### config.mk
export PLATFORM = sky130hd
export DESIGN_NAME = dmem_sramlike_bridge
export DESIGN_NICKNAME = d
export VERILOG_FILES = /design/src/rtl/dmem_sramlike_bridge.sv
export SDC_FILE = /design/constraint.sdc
export NUM_CORES = 1
export LEC_CHECK = 0
export ABC_AREA = 1
export CAP_MARGIN = 20
export CELL_PAD_IN_SITES_DETAIL_PLACEMENT = 1
export CELL_PAD_IN_SITES_GLOBAL_PLACEMENT = 1
export CORE_MARGIN = 4
export CORE_UTILIZATION = 40
export CTS_CLUSTER_SIZE = 20
export DETAILED_ROUTE_END_ITERATION = 12
export DONT_BUFFER_PORTS = 1
export PLACE_DENSITY = 0.85
export SETUP_SLACK_MARGIN = 0.4
export SYNTH_ARGS = -nofsm -noshare
export SYNTH_HDL_FRONTEND = slang
export SYNTH_SLANG_ARGS = --single-unit
### constraint.sdc
create_clock -name i_clk -period 1.5 [get_ports i_clk]
set_input_delay 0.15 -clock i_clk [delete_from_list [all_inputs] [get_ports i_clk]]
set_output_delay 0.15 -clock i_clk [all_outputs]
set_load 0.1 [all_outputs]
### src/rtl/dmem_sramlike_bridge.sv
// dmem_sramlike_bridge
//   Purpose : converts one memory-stage load/store into exactly one SRAM-like
//             transaction (req / addr_ok / data_ok), returns load data and
//             stalls the pipeline until that transaction retires. Also applies
//             the fixed kseg0/kseg1 virtual-to-physical mapping.
//   Latency : mem_en -> DONE is 3 cycles minimum (IDLE, REQ, DONE) when
//             addr_ok and data_ok both arrive in the first REQ cycle.
//   Backpressure: request is held in REQ until addr_ok; stall_by_dram stays
//             high through REQ/WAIT and drops for exactly the DONE cycle.
//
// Ports:
//   i_clk, i_rst           clock, asynchronous active-low reset
//   i_mem_en/wr/sel/addr/wdata  memory-stage access (sel = byte lanes)
//   o_mem_rdata            raw 32-bit load data, updated on load completion
//   o_stall_by_dram        pipeline stall request
//   o_data_req/wr/size/addr/wdata  SRAM-like request side (physical address)
//   i_data_addr_ok         request accepted this cycle
//   i_data_data_ok         read data valid / write done this cycle
//   i_data_rdata           read data, valid with i_data_data_ok

module dmem_sramlike_bridge #(
   parameter int unsigned KSEG_MAP = 1
) (
   input  logic        i_clk,
   input  logic        i_rst,
   input  logic        i_mem_en,
   input  logic        i_mem_wr,
   input  logic [3:0]  i_mem_sel,
   input  logic [31:0] i_mem_addr,
   input  logic [31:0] i_mem_wdata,
   output logic [31:0] o_mem_rdata,
   output logic        o_stall_by_dram,
   output logic        o_data_req,
   output logic        o_data_wr,
   output logic [1:0]  o_data_size,
   output logic [31:0] o_data_addr,
   output logic [31:0] o_data_wdata,
   input  logic        i_data_addr_ok,
   input  logic        i_data_data_ok,
   input  logic [31:0] i_data_rdata
);

   typedef enum logic [1:0] {
      S_IDLE = 2'd0,
      S_REQ  = 2'd1,
      S_WAIT = 2'd2,
      S_DONE = 2'd3
   } state_t;

   state_t      r_state;
   state_t      w_state_nxt;

   logic        r_data_wr;
   logic [1:0]  r_data_size;
   logic [31:0] r_data_addr;
   logic [31:0] r_data_wdata;
   logic [31:0] r_mem_rdata;

   logic        w_latch;
   logic        w_complete;
   logic [1:0]  w_size;
   logic        w_in_kseg01;
   logic [31:0] w_phys_addr;
   logic [31:0] w_req_addr;

   // ------------------------------------------------------------------
   // Access size from byte lanes. Patterns the pipeline never produces
   // fall back to a word access.
   // ------------------------------------------------------------------
   always_comb begin
      w_size = 2'd2;
      case (i_mem_sel)
         4'b1111:                            w_size = 2'd2;
         4'b0011, 4'b1100:                   w_size = 2'd1;
         4'b0001, 4'b0010, 4'b0100, 4'b1000: w_size = 2'd0;
         default:                            w_size = 2'd2;
      endcase
   end

   // ------------------------------------------------------------------
   // kseg0 (0x8000_0000..0x9FFF_FFFF) and kseg1 (0xA000_0000..0xBFFF_FFFF)
   // both map onto physical 0x0000_0000..0x1FFF_FFFF by dropping addr[31:29].
   // Word accesses are forced to a word-aligned address.
   // ------------------------------------------------------------------
   assign w_in_kseg01 = (KSEG_MAP != 0) && (i_mem_addr[31:30] == 2'b10);
   assign w_phys_addr = w_in_kseg01 ? {3'b000, i_mem_addr[28:0]} : i_mem_addr;
   assign w_req_addr  = (w_size == 2'd2) ? {w_phys_addr[31:2], 2'b00} : w_phys_addr;

   // ------------------------------------------------------------------
   // FSM: state register
   // ------------------------------------------------------------------
   always_ff @(posedge i_clk or negedge i_rst) begin
      if (!i_rst) begin
         r_state <= S_IDLE;
      end else begin
         r_state <= w_state_nxt;
      end
   end

   // ------------------------------------------------------------------
   // FSM: next state. data_ok is only honoured once the request has been
   // accepted (same cycle as addr_ok, or in WAIT); anything earlier is a
   // protocol violation and is ignored. mem_en is only looked at in IDLE,
   // so a flush mid-transaction never abandons an accepted/pending request.
   // ------------------------------------------------------------------
   always_comb begin
      w_state_nxt = r_state;
      w_latch     = 1'b0;
      w_complete  = 1'b0;
      case (r_state)
         S_IDLE: begin
            if (i_mem_en) begin
               w_latch     = 1'b1;
               w_state_nxt = S_REQ;
            end
         end
         S_REQ: begin
            if (i_data_addr_ok) begin
               if (i_data_data_ok) begin
                  w_complete  = 1'b1;
                  w_state_nxt = S_DONE;
               end else begin
                  w_state_nxt = S_WAIT;
               end
            end
         end
         S_WAIT: begin
            if (i_data_data_ok) begin
               w_complete  = 1'b1;
               w_state_nxt = S_DONE;
            end
         end
         S_DONE: begin
            // One cycle only; a new access is not accepted here.
            w_state_nxt = S_IDLE;
         end
         default: begin
            w_state_nxt = S_IDLE;
         end
      endcase
   end

   // ------------------------------------------------------------------
   // Request registers: captured once on entry to REQ and held unchanged
   // until the next access is accepted.
   // ------------------------------------------------------------------
   always_ff @(posedge i_clk or negedge i_rst) begin
      if (!i_rst) begin
         r_data_wr    <= 1'b0;
         r_data_size  <= 2'd0;
         r_data_addr  <= 32'd0;
         r_data_wdata <= 32'd0;
      end else if (w_latch) begin
         r_data_wr    <= i_mem_wr;
         r_data_size  <= w_size;
         r_data_addr  <= w_req_addr;
         r_data_wdata <= i_mem_wdata;
      end
   end

   // ------------------------------------------------------------------
   // Load data: only a completing load updates it; stores leave the last
   // load value in place.
   // ------------------------------------------------------------------
   always_ff @(posedge i_clk or negedge i_rst) begin
      if (!i_rst) begin
         r_mem_rdata <= 32'd0;
      end else if (w_complete && !r_data_wr) begin
         r_mem_rdata <= i_data_rdata;
      end
   end

   // ------------------------------------------------------------------
   // Outputs. Stall is combinational from mem_en in IDLE so the very first
   // cycle of an access already holds the pipeline.
   // ------------------------------------------------------------------
   assign o_data_req      = (r_state == S_REQ);
   assign o_data_wr       = r_data_wr;
   assign o_data_size     = r_data_size;
   assign o_data_addr     = r_data_addr;
   assign o_data_wdata    = r_data_wdata;
   assign o_mem_rdata     = r_mem_rdata;
   assign o_stall_by_dram = ((r_state == S_IDLE) && i_mem_en) ||
                            (r_state == S_REQ) ||
                            (r_state == S_WAIT);

endmodule

==> impl_results.md, run 1 <==
* Final GP Congestion at about 0.73
* # hold bufs at CTS at 97
* Error: [ERROR DPL-0033] detailed placement checks failed during check placement.
* Syn Std Cell Area at 0.00410 sq mm
* Post-CTS resize count at between 200 and 300
* Die X at around 110 um
* EDFF count, synth at 0
* Num ports at slightly above 200
* Share of the synthesized area in the top cell type at 0.616
* Postcts setup bufs at 36
* #FFs+latches synth at between 100 and 150
* Post-synth ARST share at 1.00
* Synth Instances at 467
* Clk sinks at between 100 and 150
* Synth cell count leaders: nand2_1, dfrtp_1, nand3_1
* Rows at 36
* CTS buffer count at 9
* Netlist cell types at 19
* Die H at 109 um
* Most used DFF post-synth: dfrtp_1
* Leading area contributor after synthesis: dfrtp_1
* Root buffer cell: clkbuf_8
* Dpl hpwl at around 9000 um
* Initial Utilization at 0.416
* CTS Buffer Depth at 2
* Syn avg cell area at between 8 and 9 sq um
* Last step reached: clock tree synthesis
* Top cells by area, synth: dfrtp_1, nand2_1, nand3_1
* Outcome: stopped before the end
* YS warnings at 0
* Most frequent cell after synthesis: nand2_1
* Syn_nets at 577
* Cell count after placement at around 700
* Register area share after synthesis at 0.616
* H-Tree Depth at 3
* Dpl ws at -0.101 ns
* PortBufs at 0
==> through the flow <==
stage          TNS (ns)  area (sq um)  hold WS [ns]
2_1_floorplan     -3.12          4140        -0.146
3_3_place_gp          0          5030        -0.143
3_5_place_dp      -2.35          5030        -0.143
==> kinds of logic after synthesis <==
kind of cell,after synthesis,share of synthesized area
simple gates,322,0.313
flops,101,0.616
buf+inv,36,0.0510
compound gates,4,0.00763
fa+ha+maj,4,0.0122
==> run 2, diff against run 1 <==
==> config.mk (replaced) <==
export PLATFORM = sky130hd
export DESIGN_NAME = dmem_sramlike_bridge
export DESIGN_NICKNAME = d
export VERILOG_FILES = /design/src/rtl/dmem_sramlike_bridge.sv
export SDC_FILE = /design/constraint.sdc
export NUM_CORES = 1
export LEC_CHECK = 0
export ABC_AREA = 1
export CAP_MARGIN = 20
export CORE_MARGIN = 4
export CORE_UTILIZATION = 40
export DETAILED_ROUTE_END_ITERATION = 12
export DONT_BUFFER_PORTS = 1
export PLACE_DENSITY_LB_ADDON = 0.15
export SYNTH_ARGS = -nofsm -noshare
export SYNTH_HDL_FRONTEND = slang
export SYNTH_SLANG_ARGS = --single-unit
==> constraint.sdc (replaced) <==
create_clock -name i_clk -period 1.95 [get_ports i_clk]
set_input_delay 0.195 -clock i_clk [delete_from_list [all_inputs] [get_ports i_clk]]
set_output_delay 0.195 -clock i_clk [all_outputs]
set_load 0.1 [all_outputs]
==> impl_results.md, run 2 <==
* Outcome: finished, violations left
* Failing checks: hold timing
* Most frequent cell after synthesis: nand2_1
* DRT Pass-1 Iters at 4
* PortBufs at 0 (unchanged)
* Final wirelength at around 12000 um
* CTS Buffer Depth at 2 (unchanged)
* Arrival time at the worst endpoint at between 1.5 and 2 ns
* Main combinational cell family by area after synthesis: simple AND/OR/NAND/NOR gates
* Share of the synthesized area in the top cell type at 0.616 (unchanged)
* EDFF count, synth at 0 (unchanged)
* Most common cell after layout, fill and taps aside: nand2_1
* Most frequent cells in the layout: nand2_1, buf_4, dfrtp_1, dlygate4sd3_1, nand3_1
* Final hold viol count at about 100
* Min Hold Slack at -0.489 ns
* Syn avg cell area at 8.78 sq um (unchanged)
* Fmax at 584 MHz
* Vias/cell at between 4 and 5
* Setup Viol. Count Final at 0
* Critical Setup Path Class: reg -> out
* Maxcap violations at 0
* Vias post-DR at about 3700
* Syn_nets at 577 (unchanged)
* Worst slew margin at 0.748
* #FFs+latches synth at 101 (unchanged)
* CP Capture Type: primary output
* RSZ-0062 raised after global routing: no
* Final Instance Count excl. Fillers at ~800
* Final Skew at between 0.006 and 0.007 ns
* Fin crit share at 0.878
* Least-Margin Pin Slew at 0.378 ns
* Initial antenna violation count at 0
* Num ports at 207 (unchanged)
* First-pass GRT wire length at around 18000 um
* CTS buffer count at 9 (unchanged)
* TritonCTS clock tree: done
* Dpl hpwl at 7340 um (-18%)
* H-Tree Depth at 3 (unchanged)
* Die X at 109 um (unchanged)
* Critical R2R Launch: r_state[0]
* Global route overflow at 0
* Most used DFF post-synth: dfrtp_1
* Pin count of the biggest net entering global routing at 102
* Hold WC Path Type: in -> async
* Tmin final at 1.71 ns
* Post-synth ARST share at 1.00 (unchanged)
* Final #Nets at between 700 and 800
* Final GP Congestion at 0.809 (+10%)
* Initial DRC count at roughly 280
* Area grow syn2layout at 48.7%
* Synth Area in XOR/XNOR at 0 (unchanged)
* Top cells by area, synth: dfrtp_1, nand2_1, nand3_1
* Synth Instances at 467 (unchanged)
* Share of cells above drive strength 1 at 0.195
* Critical Path RT at between 1.5 and 2 ns
* Vias in the first global route at roughly 3700
* Synth cell count leaders: nand2_1, dfrtp_1, nand3_1
* Pins Over Slew Limit at 0
* YS warnings at 0 (unchanged)
* Gr usage total at 0.196
* Simple-gate portion of the synthesized area at 0.313 (unchanged)
* Worst Setup Start Kind: flip-flop
* DR WL/cell at 14.5 um
* Cell count after placement at 684 (-0.73%)
* Rows at 36 (unchanged)
* Register area share after synthesis at 0.616 (unchanged)
* # hold bufs at CTS at 96 (-1.0%)
* # DRC at 0
* CP Launch Point: r_state[0]
* Clk sinks at 101 (unchanged)
* Die area at around 0.012 sq mm
* Maximum fanout along the worst path at 4
* Setup TNS at 0 ns
* Clock Latency Late Sink at around 0.37 ns
* Complex-gate fraction of the synthesized area at 0.00763 (unchanged)
* # diodes at 0
* Root buffer cell: clkbuf_8
* Die H at 109 um (unchanged)
* Leading area contributor after synthesis: dfrtp_1
* Clk slew on worst S/H paths at ~0.1 ns
* Core Area at between 0.009 and 0.01 sq mm
* Syn Std Cell Area at 0.00410 sq mm (unchanged)
* Post-synthesis adder-cell area fraction at 0.0122 (unchanged)
* Post-synthesis mux area share at 0 (unchanged)
* Initial Utilization at 0.416 (unchanged)
* DRT antenna net count at 0
* Netlist cell types at 19 (unchanged)
[run 2: cell counts after synthesis]
No cell type changed its count.
[run 2: repair_timing]
item	4_1_cts	5_1_grt
endpoints found under the hold margin	197	101
resized for setup	0	0
setup buffers	0	0
[run 2: layout make-up]
type	instances	area [sq um]
Fill cell	794	3770
Sequential cell	101	2530
Timing Repair Buffer	203	1790
Multi-Input combinational cell	330	1370
Tap cell	133	166
Clock buffer	12	145
Inverter	13	48.8
Clock inverter	4	47.5
[run 2: logic make-up after synthesis]
family          Yosys count
buf+inv                  36
flops                   101
simple gates            322
compound gates            4
fa+ha+maj                 4
[run 2: final timing paths]
kind | cells after the start | slack [ns] | to
worst min register to register | 2 | 0.48 | o_mem_rdata[8]
worst min-delay path | 0 | -0.49 | o_data_wdata[12]
min in group i_clk | 2 | 0.02 | o_data_addr[1]
worst max register to register | 7 | 0.27 | o_mem_rdata[19]
worst max-delay path | 5 | 0.24 | o_stall_by_dram
max in group asynchronous | 0 | 2.25 | o_data_wdata[26]
[run 2: per-stage QoR]
| stage | setup WS (ns) | utilization | cell area, sq um |
|---|---|---|---|
| after floorplan | 0.0672 | - | 4110 |
| after global placement | 0.402 | 0.501 | 4940 |
| after detailed placement | 0.309 | 0.501 | 4940 |
| after CTS | 0.204 | 0.618 | 6100 |
| after global routing | 0.127 | 0.618 | 6100 |
| final | 0.237 | 0.618 | 6100 |
[run 2: per-layer routing]
| metal | global-route usage | routed length, um | vias to the layer above |
|---|---|---|---|
| met2 | 0.316 | 5550 | 149 |
| met5 | 0 | 0 | - |
| met4 | 0.0739 | 227 | 0 |
| met1 | 0.245 | 4650 | 1680 |
| li1 | - | - | 1811 |
| met3 | 0.0639 | 1160 | 17 |
[run 2: critical path, stage by stage, from the launching register on]
cell and delay [ns]:
dfrtp_1 0.41, inv_1 0.11, ha_1 0.24, nand2_2 0.12, nand3_2 0.10, buf_12 0.18
Power of run 2 is left out: the tool's default activity adds up to more than one toggle a clock period on the data nets, which glitch-free logic cannot reach.
